$ cat src/rtl/imem_loader_pkg.sv
// Shared constants and state encoding for the instruction-memory boot loader.
package imem_loader_pkg;

  localparam int unsigned BYTE_W         = 8;
  localparam int unsigned HDR_BYTES      = 2;
  localparam int unsigned BYTES_PER_WORD = 4;
  localparam int unsigned HDR_W          = HDR_BYTES * BYTE_W;
  localparam int unsigned WORD_W         = BYTES_PER_WORD * BYTE_W;

  typedef enum logic [2:0] {
    ST_HDR_LO = 3'd0,
    ST_HDR_HI = 3'd1,
    ST_DATA   = 3'd2,
    ST_CSUM   = 3'd3,
    ST_DONE   = 3'd4,
    ST_ERROR  = 3'd5
  } state_e;

endpackage

$ cat src/rtl/imem_loader_byte_packer.sv
// Packs a little-endian byte stream into 32-bit words; word_valid_c pulses
// combinationally on the byte that completes a word.
module byte_packer
  import imem_loader_pkg::*;
(
  input  logic              clk,
  input  logic              rst,
  input  logic              clear_i,
  input  logic              byte_valid_i,
  input  logic [BYTE_W-1:0] byte_i,
  output logic              word_valid_c,
  output logic [WORD_W-1:0] word_c
);

  localparam int unsigned IDX_W  = $clog2(BYTES_PER_WORD);
  localparam int unsigned LANE_W = WORD_W - BYTE_W;

  logic [IDX_W-1:0]  idx_q, idx_d;
  logic [LANE_W-1:0] lanes_q, lanes_d;

  // Final byte is not stored: it is forwarded straight into the top lane.
  assign word_valid_c = byte_valid_i && !clear_i && (idx_q == IDX_W'(BYTES_PER_WORD - 1));
  assign word_c       = {byte_i, lanes_q};

  // Next lane contents and byte index.
  always_comb begin
    idx_d   = idx_q;
    lanes_d = lanes_q;
    if (clear_i) begin
      idx_d   = '0;
      lanes_d = '0;
    end else if (byte_valid_i) begin
      for (int k = 0; k < int'(BYTES_PER_WORD) - 1; k++) begin
        if (idx_q == IDX_W'(k)) lanes_d[k*BYTE_W +: BYTE_W] = byte_i;
      end
      idx_d = idx_q + IDX_W'(1);
    end
  end

  // Lane and index registers.
  always_ff @(posedge clk or negedge rst) begin
    if (!rst) begin
      idx_q   <= '0;
      lanes_q <= '0;
    end else begin
      idx_q   <= idx_d;
      lanes_q <= lanes_d;
    end
  end

endmodule

$ cat src/rtl/imem_loader.sv
// Boot-time instruction-memory loader: parses a word-count header and byte
// payload from the host link, writes words to IMEM and releases core reset
// once the image is in place. Optional trailing XOR checksum is enabled by
// defining IMEM_LOADER_CSUM_EN.
module imem_loader
  import imem_loader_pkg::*;
#(
  parameter int unsigned ADDR_W = 10
) (
  input  logic              clk,
  input  logic              rst,
  input  logic              s_valid,
  input  logic [BYTE_W-1:0] s_data,
  output logic              s_ready,
  input  logic              reload,
  output logic              mem_we,
  output logic [ADDR_W-1:0] mem_addr,
  output logic [WORD_W-1:0] mem_wdata,
  output logic              core_rst,
  output logic              done,
  output logic              error
);

  localparam int unsigned CNT_W = ADDR_W + 1;
  localparam int unsigned CAP   = 2 ** ADDR_W;
`ifdef IMEM_LOADER_CSUM_EN
  localparam state_e ST_TAIL = ST_CSUM;
`else
  localparam state_e ST_TAIL = ST_DONE;
`endif

  state_e            state_q, state_d;
  logic [HDR_W-1:0]  n_q, n_d;
  logic [CNT_W-1:0]  cnt_q, cnt_d;
  logic              mem_we_q, mem_we_d;
  logic [ADDR_W-1:0] mem_addr_q, mem_addr_d;
  logic [WORD_W-1:0] mem_wdata_q, mem_wdata_d;
  logic              core_rst_q, core_rst_d;
  logic              done_q, done_d;
  logic              error_q, error_d;
`ifdef IMEM_LOADER_CSUM_EN
  logic [BYTE_W-1:0] csum_q, csum_d;
`endif

  logic              xfer;
  logic [HDR_W-1:0]  n_hdr;
  logic              oversize;
  logic              last_word;
  logic              word_valid;
  logic [WORD_W-1:0] word;

  assign s_ready   = (state_q != ST_DONE) && (state_q != ST_ERROR);
  assign xfer      = s_valid && s_ready;
  assign n_hdr     = {s_data, n_q[BYTE_W-1:0]};
  assign oversize  = 32'(n_hdr) > CAP;
  assign last_word = (32'(cnt_q) + 32'd1) == 32'(n_q);

  byte_packer u_packer (
    .clk          (clk),
    .rst          (rst),
    .clear_i      (state_q != ST_DATA),
    .byte_valid_i (xfer),
    .byte_i       (s_data),
    .word_valid_c (word_valid),
    .word_c       (word)
  );

  // Frame parser: next state, counters, memory port and status outputs.
  always_comb begin
    state_d     = state_q;
    n_d         = n_q;
    cnt_d       = cnt_q;
    mem_we_d    = 1'b0;
    mem_addr_d  = mem_addr_q;
    mem_wdata_d = mem_wdata_q;
`ifdef IMEM_LOADER_CSUM_EN
    csum_d      = csum_q;
`endif
    case (state_q)
      ST_HDR_LO: if (xfer) begin
        n_d     = {n_q[HDR_W-1:BYTE_W], s_data};
`ifdef IMEM_LOADER_CSUM_EN
        csum_d  = s_data;
`endif
        state_d = ST_HDR_HI;
      end
      ST_HDR_HI: if (xfer) begin
        n_d   = n_hdr;
        cnt_d = '0;
`ifdef IMEM_LOADER_CSUM_EN
        csum_d = csum_q ^ s_data;
`endif
        if (oversize)           state_d = ST_ERROR;
        else if (n_hdr == '0)   state_d = ST_TAIL;
        else                    state_d = ST_DATA;
      end
      ST_DATA: if (xfer) begin
`ifdef IMEM_LOADER_CSUM_EN
        csum_d = csum_q ^ s_data;
`endif
        if (word_valid) begin
          mem_we_d    = 1'b1;
          mem_addr_d  = cnt_q[ADDR_W-1:0];
          mem_wdata_d = word;
          cnt_d       = cnt_q + CNT_W'(1);
          if (last_word) state_d = ST_TAIL;
        end
      end
`ifdef IMEM_LOADER_CSUM_EN
      ST_CSUM: if (xfer) begin
        state_d = (s_data == csum_q) ? ST_DONE : ST_ERROR;
      end
`endif
      ST_DONE, ST_ERROR: if (reload) state_d = ST_HDR_LO;
      default: state_d = ST_HDR_LO;
    endcase

    // Status lags state entry by one cycle but drops on the reload edge.
    done_d     = (state_q == ST_DONE) && (state_d == ST_DONE);
    core_rst_d = !done_d;
    error_d    = (state_q == ST_ERROR) && (state_d == ST_ERROR);
  end

  // State and output registers.
  always_ff @(posedge clk or negedge rst) begin
    if (!rst) begin
      state_q     <= ST_HDR_LO;
      n_q         <= '0;
      cnt_q       <= '0;
      mem_we_q    <= 1'b0;
      mem_addr_q  <= '0;
      mem_wdata_q <= '0;
      core_rst_q  <= 1'b1;
      done_q      <= 1'b0;
      error_q     <= 1'b0;
`ifdef IMEM_LOADER_CSUM_EN
      csum_q      <= '0;
`endif
    end else begin
      state_q     <= state_d;
      n_q         <= n_d;
      cnt_q       <= cnt_d;
      mem_we_q    <= mem_we_d;
      mem_addr_q  <= mem_addr_d;
      mem_wdata_q <= mem_wdata_d;
      core_rst_q  <= core_rst_d;
      done_q      <= done_d;
      error_q     <= error_d;
`ifdef IMEM_LOADER_CSUM_EN
      csum_q      <= csum_d;
`endif
    end
  end

  assign mem_we    = mem_we_q;
  assign mem_addr  = mem_addr_q;
  assign mem_wdata = mem_wdata_q;
  assign core_rst  = core_rst_q;
  assign done      = done_q;
  assign error     = error_q;

endmodule

$ cat config.mk
export PLATFORM = sky130hd
export DESIGN_NAME = imem_loader
export DESIGN_NICKNAME = d
export VERILOG_FILES = /design/src/rtl/imem_loader_pkg.sv /design/src/rtl/imem_loader_byte_packer.sv /design/src/rtl/imem_loader.sv
export SDC_FILE = /design/constraint.sdc
export NUM_CORES = 1
export LEC_CHECK = 0
export ABC_AREA = 1
export BUFFER_PORTS_ARGS = -buffer_cell sky130_fd_sc_hd__buf_4
export CORE_ASPECT_RATIO = 1.2
export CORE_MARGIN = 10
export CORE_UTILIZATION = 34
export DETAILED_ROUTE_END_ITERATION = 6
export GPL_TIMING_DRIVEN = 0
export PLACE_DENSITY_LB_ADDON = 0.12
export SLEW_MARGIN = 25
export SYNTH_ARGS = -nofsm -noshare
export SYNTH_HDL_FRONTEND = slang
export SYNTH_SLANG_ARGS = --single-unit
export TNS_END_PERCENT = 1
$ cat constraint.sdc
create_clock -name clk -period 1.9 [get_ports clk]
set_input_delay 0.095 -clock clk [delete_from_list [all_inputs] [get_ports clk]]
set_output_delay 0.095 -clock clk [all_outputs]
set_load 0.05 [all_outputs]
### After elaboration in Yosys (flattened, before gate mapping)

Cells that the tools add are included.

* add/sub/neg operators: 3
* magnitude comparators: 1
* bitwise gates (word level): 2
* mux-type cells: 26
* eq/ne operators: 16
* reduce and logical (&&, ||, !) cells: 24

Operators by type and width (number)
* $mux 24: 2
* $mux 11: 3
* $mux 8: 4
* $pmux 16 s2: 1
* $mux 3: 8
* $pmux 11 s2: 1
* $eq 12x16->1: 1
* $gt 16x11->1 const B: 1
* $logic_not 16->1: 1
* $mux 16: 1
* $add 11x1->12 const B: 1
* $eq 3x3->1 const B: 4
* $pmux 3 s4: 1
* $add 11x1->11 const B: 1
* $reduce_bool 2->1: 5
* $reduce_and 3->1: 3
* $logic_and 1x1->1: 6
* $ne 2x1->1 const B: 3
* $ne 3x3->1 const B: 2
* $reduce_and 2->1: 3
* $eq 2x2->1 const B: 2
* $mux 2: 2
* $reduce_and 4->1: 1
* $eq 3x1->1 const B: 1
* 10 further kinds: 14

* logic and storage cells: 86
* flip-flop bits (word level): 102

### Depth between registers and ports, before layout

Gate-level depths: netlist of run 1.

* depth after elaboration: 11
* depth in mapped cells: 13
* depth with buffers taken out: 13

### By module

From an unflattened synthesis of run 1, not the netlist that was laid out.

* cells, all modules: 567
* area, all modules: 4767.1 sq um

Modules (own cells, without submodules)
* imem_loader: instances 1, seq. area each 1903.1 sq um, cells each 420, area an instance 3432.0 sq um
* byte_packer: instances 1, seq. area each 650.6 sq um, cells each 147, area an instance 1335.0 sq um

### Worst setup path after synthesis of run 1

No wires, ideal clock.

* path kind: register to register
* from: reg cnt_q[0]
* to: reg state_q[1]
* slack: 0.354 ns
* data arrival time: 1.429 ns
* cell stages (with the launch flop): 13
* path buffers: 0
* data required time: 1.783 ns
* path through: dfrtp_1 > ha_1 > inv_1 > nand2_1 > nand2_1 > nor2_1 > nand3_2 > nor2_1 > nand3_1 > nor2_1 > nand3_1 > nand2_1 > nand2_1

* word-level cells in the longest chain between the ends: 6

Ends and longest elaborated chain
* from (decl): line imem_loader.sv:34 `logic [CNT_W-1:0] cnt_q, cnt_d;`
* from (signal assigned): line imem_loader.sv:142 `cnt_q <= cnt_d;`
* $add 11x1->12: line imem_loader.sv:56 `assign last_word = (32'(cnt_q) + 32'd1) == 32'(n_q);`
* $eq 12x16->1: line imem_loader.sv:56
* $mux 3: line imem_loader.sv:106 `if (last_word) state_d = ST_TAIL;`
* $mux 3: line imem_loader.sv:101 `if (word_valid) begin`
* $mux 3: line imem_loader.sv:97 `ST_DATA: if (xfer) begin`
* $pmux 3 s4: line imem_loader.sv:79 `case (state_q)`
* via state_d[1]: line imem_loader.sv:32 `state_e state_q, state_d;`
* to (signal assigned): line imem_loader.sv:140 `state_q <= state_d;`
* to (decl): line imem_loader.sv:32

The timed path passes the listed nets, and every way through them passes these cells.
A chain may end at the register's enable or synchronous reset.

### Worst setup path in the final report of run 1

Same ends and word-level chain as after synthesis.

==> results of run 1 <==
-- kinds of logic after synthesis --
group           count (synthesis)
compound gates                 98
xor+xnor                        3
fa+ha+maj                       5
flops                         102
buf+inv                        89
simple gates                  228
-- cells in the mapped netlist --
cell,count
nand3b_1,1
clkbuf_1,10
nor2_2,2
o22ai_1,7
inv_2,2
nor2_1,30
a21oi_1,2
nand4_1,5
nor2_4,2
nor3_1,1
dfrtp_1,101
xor2_1,3
nand2_2,1
nand3_1,25
nor3_2,1
clkinv_1,1
buf_2,1
nand3_2,1
o21ai_0,88
nor2_8,1
dfstp_2,1
ha_1,5
nand2_1,158
o21a_1,1
inv_1,75
-- layout make-up --
class	count	area, um2
Clock buffer	9	225.2
Sequential cell	102	2555
Clock inverter	6	93.84
Buffer	11	43.79
Multi-Input combinational cell	334	1585
Inverter	78	292.8
Tap cell	164	205.2
Fill cell	1355	7257
Timing Repair Buffer	61	466.7
-- critical path: stages (launching register included) --
cell	delay [ps]
dfrtp_2	450
ha_4	180
nand2_2	130
nand2_1	120
xor2_1	160
nor2_2	130
nand3_1	90
nor2_2	120
nand3_2	140
nand2_1	100
nand2_1	50
-- worst paths after layout --
| kind | from | endpoint | slack [ps] | depth (start not counted) |
|---|---|---|---|---|
| max | cnt_q[0] | state_q[1] | 120 | 10 |
| min | reload | error | 40 | 4 |
| max reg2reg | cnt_q[0] | state_q[1] | 120 | 10 |
| min reg2reg | u_packer.lanes_q[15] | u_packer.lanes_q[15] | 480 | 2 |
| max in group asynchronous | rst | u_packer.lanes_q[16] | 940 | 2 |
| min in group asynchronous | rst | cnt_q[2] | 400 | 2 |
-- registers in the layout (all words and copies together), names as in the netlist --
register          flops
state_q               3
n_q                  16
mem_addr             10
done                  1
mem_wdata            32
core_rst              1
cnt_q                11
u_packer.lanes_q     24
error                 1
mem_we                1
u_packer.idx_q        2
-- layer usage --
metal | routed length (um) | GRT usage (%) | vias to the layer above
li1 | - | - | 1799
met1 | 5126 | 16.15 | 1785
met2 | 5938 | 22.42 | 61
met3 | 479 | 3.675 | 22
met4 | 351 | 6.651 | 0
met5 | 0 | 0 | -
-- power groups by stage --
stage                     Clock [uW]  Combinational, uW  Sequential [uW]
after CTS                       2060               1110             2580
after global placement             0               1080             2610
after detailed placement           0               1100             2620
after global routing            2150               1290             2610
final                           2010               1110             2580
after floorplan                    0                745             2590
-- stage by stage --
step | setup TNS, ps | total power (uW)
2_1_floorplan | 0 | 3336
3_3_place_gp | -55.23 | 3696
3_5_place_dp | -141.2 | 3714
4_1_cts | 0 | 5745
5_1_grt | 0 | 6057
6_report | 0 | 5695
-- repair_timing --
action,CTS,global route
resized for setup,3,10
pin swaps,0,2
gates cloned,0,0
hold buffers,1,0
endpoints found under the hold margin,101,0
setup buffers,0,2
setup endpoints to repair,3,6
==> results by group, run 1 <==
Finish
  – Final net count: 614
  – Layout cells sized above 1: 16.47%
  – Most frequent cells in the layout: 156 x nand2_1, 100 x dfrtp_1, 88 x o21ai_0
  – Final Util: 42.97%
  – Design Area, Final: 5468 um2
  – Layout Cells excl Fill: 765
  – Area growth syn-to-layout: 23.27%
  – ANT cells: 0
  – Most common cell after layout, fill and taps aside: nand2_1

Synthesis
  – Area leader, netlist: dfrtp_1
  – Register area share after synthesis: 57.57%
  – Synth Instances: 525
  – Post-Syn Area: 4436 um2
  – Adder-cell share of the synthesized area: 1.410%
  – Mux contribution to synthesized area: 0%
  – Post-synth cell types: 25
  – Simple logic cell fraction of the synthesized area: 21.55%
  – Ys Warns: 0
  – Synthesis-stage register bit count: 102
  – XOR/XNOR Fraction of Synth Area: 0.5924%
  – Largest family of logic cells by synthesized area: simple AND/OR/NAND/NOR gates
  – Post-Syn Nets: 542
  – Post-synthesis compound-gate area fraction: 11.31%
  – Syn Area/Cell: 8.449 um2
  – Largest cells by area after synthesis: dfrtp_1 57%, nand2_1 13%, o21ai_0 9.9%, inv_1 6.3%, nand3_1 2.8%
  – Share of the synthesized area in the top cell type: 56.98%

Clocking
  – H-tree depth: 3
  – Clk Latency, worst-skew pair: 360 ps
  – # clock sinks: 102
  – CTS tree: built
  – Num CTS Buffers: 9
  – CTS clk-pin slew, worst paths: 70 ps
  – Root buf cell: clkbuf_16
  – Clock tree buffer depth: 2

Placed design
  – RD Place Congestion: 0.7780
  – Hpwl dp: 8.728 mm
  – Port bufs: 58
  – Placed Cells: 747
  – Pre-CTS WS: -49.16 ps
  – Area after DPL: 5080 um2

Die
  – DIE AREA: 18030 um2
  – Rows: 45
  – # IOs: 59
  – Chip Width: 124.3 um
  – Initial Utilization: 34.86%
  – Core box area: 12720 um2
  – Die height: 145.1 um

GRT
  – Vias in the first global route: 3826
  – Grt total ovfl: 0
  – Initial antenna violation count: 0
  – First-pass GRT wire length: 20.21 mm
  – Total track usage: 13.67%
  – Pin count of the biggest net entering global routing: 103

Setup path
  – Worst Setup End Kind: flip-flop
  – Crit Path Max Fanout: 6
  – Worst Path Arrival: 2020 ps
  – Worst Setup Start Kind: flip-flop
  – Critical Path RT: 2140 ps
  – WS Path Type: reg2reg

Detailed routing
  – First-pass detailed-route iteration total: 6
  – Vias/cell: 4.793
  – Final WL: 11.90 mm
  – DRT iter0 DRCs: 273
  – DR DRC count: 0
  – Routed vias: 3667
  – WL/cell: 15.55 um
  – Post-route ant nets: 0

Timing
  – Clock Skews: 11.25 ps
  – Min cycle time layout: 1776 ps
  – Least-Margin Pin Slew: 819.3 ps
  – Final Worst Setup Slack: 123.9 ps
  – Hold slack: 38.14 ps
  – Final worst-path cycle share: 93.48%
  – Relative slew slack: 45.38%
  – Final setup fails: 0
  – Fmax: 563.0 MHz
  – Hold Fails Final Rpt: 0
  – Unrepaired setup endpoints after global routing: no
  – Slew Viols, Final: 0

Job
  – Max Cap Viol: 0

Power and ir drop
  – Power Density: 1042 nW/um2
  – Peak VDD IR: 460.8 uV
  – Lkg Pwr: 0.002675 uW
  – Sequential fraction of design power: 45.3%
  – P_int: 3891 uW
  – P_sw: 1804 uW
  – Power share of the combinational group: 19.5%
  – Sw Ratio: 31.68%
  – Clk pwr share: 35.3%

Outcome
  – Status: finished clean

Hold path
  – Hold Crit Class: in2reg
(Power assumes the default switching activity.)
==> run 2: changes to the inputs <==
Clock period 1.9 ns to 1.8 ns, I/O delays scaled along.
==> results by group, run 2 (synthesized netlist as in run 1, its figures left out) <==
Setup path
  – Worst Reg-to-Reg Cells: 10
  – Worst Setup Start Kind: flip-flop
  – R2R Path Start: cnt_q[0]
  – Worst Path Arrival: 2020 ps
  – Crit Path Max Fanout: 6
  – Critical Path RT: 2040 ps
  – Worst Setup End Kind: flip-flop
  – WS Path Type: reg2reg
  – Internal reg-to-reg setup slack: 20 ps
  – Worst reg2reg endpoint: state_q[1]

Timing
  – Slew Viols, Final: 0
  – Min cycle time layout: 1777 ps
  – Fmax: 562.7 MHz
  – Final setup fails: 0
  – Hold slack: 33.71 ps
  – Final Worst Setup Slack: 22.98 ps
  – Relative slew slack: 45.61%
  – Unrepaired setup endpoints after global routing: yes
  – Least-Margin Pin Slew: 815.8 ps
  – Clock Skews: 10.54 ps
  – Final worst-path cycle share: 98.72%
  – Hold Fails Final Rpt: 0

Detailed routing
  – Post-route ant nets: 0
  – Vias/cell: 4.788
  – Final WL: 11.92 mm
  – DR DRC count: 0
  – Routed vias: 3663
  – WL/cell: 15.58 um
  – First-pass detailed-route iteration total: 4
  – DRT iter0 DRCs: 258

Placed design
  – Hpwl dp: 8.728 mm
  – Port bufs: 58
  – Area after DPL: 5080 um2
  – RD Place Congestion: 0.7780
  – Pre-CTS WS: -149.2 ps

Finish
  – Multi-input logic area: 1588 um2
  – Final net count: 614
  – Number of fill cells: 1356
  – Most common cell after layout, fill and taps aside: nand2_1
  – Design Area, Final: 5478 um2
  – Max FFs per register: 32
  – ANT cells: 0
  – Area growth syn-to-layout: 23.50%
  – Sequential Area: 2555 um2
  – Most frequent cells in the layout: 155 x nand2_1, 100 x dfrtp_1, 88 x o21ai_0
  – Layout cells sized above 1: 17.80%

GRT
  – Total track usage: 13.67%
  – Grt total ovfl: 0
  – First-pass GRT wire length: 20.21 mm
  – Vias in the first global route: 3826
  – Initial antenna violation count: 0
  – Pin count of the biggest net entering global routing: 103

Die
  – Rows: 45
  – Die height: 145.1 um
  – DIE AREA: 18030 um2
  – Initial Utilization: 34.86%
  – Core box area: 12720 um2
  – Chip Width: 124.3 um
  – # IOs: 59

Outcome
  – Status: finished clean

Hold path
  – Min-delay src: reload
  – Hold EP: error
  – Hold path depth: 4
  – Hold Crit Class: in2reg

Clocking
  – CTS clk-pin slew, worst paths: 70 ps
  – # clock sinks: 102
  – Clk Latency, worst-skew pair: 350 ps
  – CTS tree: built
  – Clock tree buffer depth: 2
  – Root buf cell: clkbuf_16
  – Num CTS Buffers: 9
  – H-tree depth: 3

Power and ir drop
  – Lkg Pwr: 0.002687 uW
  – Peak VDD IR: 482.9 uV
  – Total power: 6015 uW
  – Power Density: 1098 nW/um2

Job
  – Max Cap Viol: 0
==> run 2: cell types whose count changed in the layout (fill, tap and decap cells not counted) <==
cell,before,now
nand2_1,156,155
inv_2,2,3
inv_1,75,74
clkbuf_2,1,7
clkbuf_1,9,3
nand2_2,3,4
==> run 2: layout make-up <==
type | count | share of cell area [%]
flip-flops and latches | 102 | 46.64
multi-input cells | 334 | 28.99
repair buffers | 61 | 8.520
inverters | 78 | 5.345
clock buffers | 9 | 4.111
well taps | 164 | 3.746
clock inverters | 6 | 1.713
plain buffers | 11 | 0.9365
==> run 2: timing repair <==
action / 4_1_cts / 5_1_grt
buffers inserted: 0 / 2
hold buffers: 1 / 0
endpoints found under the setup margin: 4 / 53
resized for setup: 5 / 22
hold endpoints to repair: 101 / 0
pin swaps: 1 / 1
==> run 2: stage by stage <==
stage,instances,utilization [%],setup TNS [ps]
floorplan,525,-,0
global placement,747,39.89,-398.1
detailed placement,747,39.92,-510.3
CTS,763,42.62,-23.82
global route,765,43.05,-202.9
finish,765,43.05,0
==> run 2: how the worst max path moves through the flow <==
stage / cells past startpoint / slack, ps / end / from
floorplan: 12 / 250 / state_q[1] / cnt_q[0]
global placement: 9 / -130 / done / cnt_q[0]
detailed placement: 12 / -150 / core_rst / cnt_q[0]
CTS: 11 / -10 / done / cnt_q[0]
global route: 11 / -80 / state_q[1] / cnt_q[1]
finish: 10 / 20 / state_q[1] / cnt_q[0]
==> run 2: per-layer routing <==
metal | vias up | wire [um] | global-route usage [%]
met2 | 64 | 5934 | 22.42
met5 | - | 0 | 0
met3 | 22 | 492 | 3.675
met1 | 1777 | 5155 | 16.15
li1 | 1800 | - | -
met4 | 0 | 338 | 6.651
==> run 2: where the power goes <==
part / internal (uW) / total [uW] / leakage, uW / switching, uW
combinational: 351 / 1170 / 0.00114 / 821
sequential: 2530 / 2720 / 0.00139 / 193
clock: 1230 / 2120 / 0.000158 / 892
total: 4110 / 6010 / 0.00269 / 1910
==> run 2: critical path, stage by stage (launching register included) <==
cell	delay (ps)
dfrtp_2	450
ha_4	180
nand2_2	130
nand2_1	120
xor2_1	160
nor2_2	130
nand3_1	90
nor2_2	120
nand3_2	140
nand2_1	100
nand2_1	50
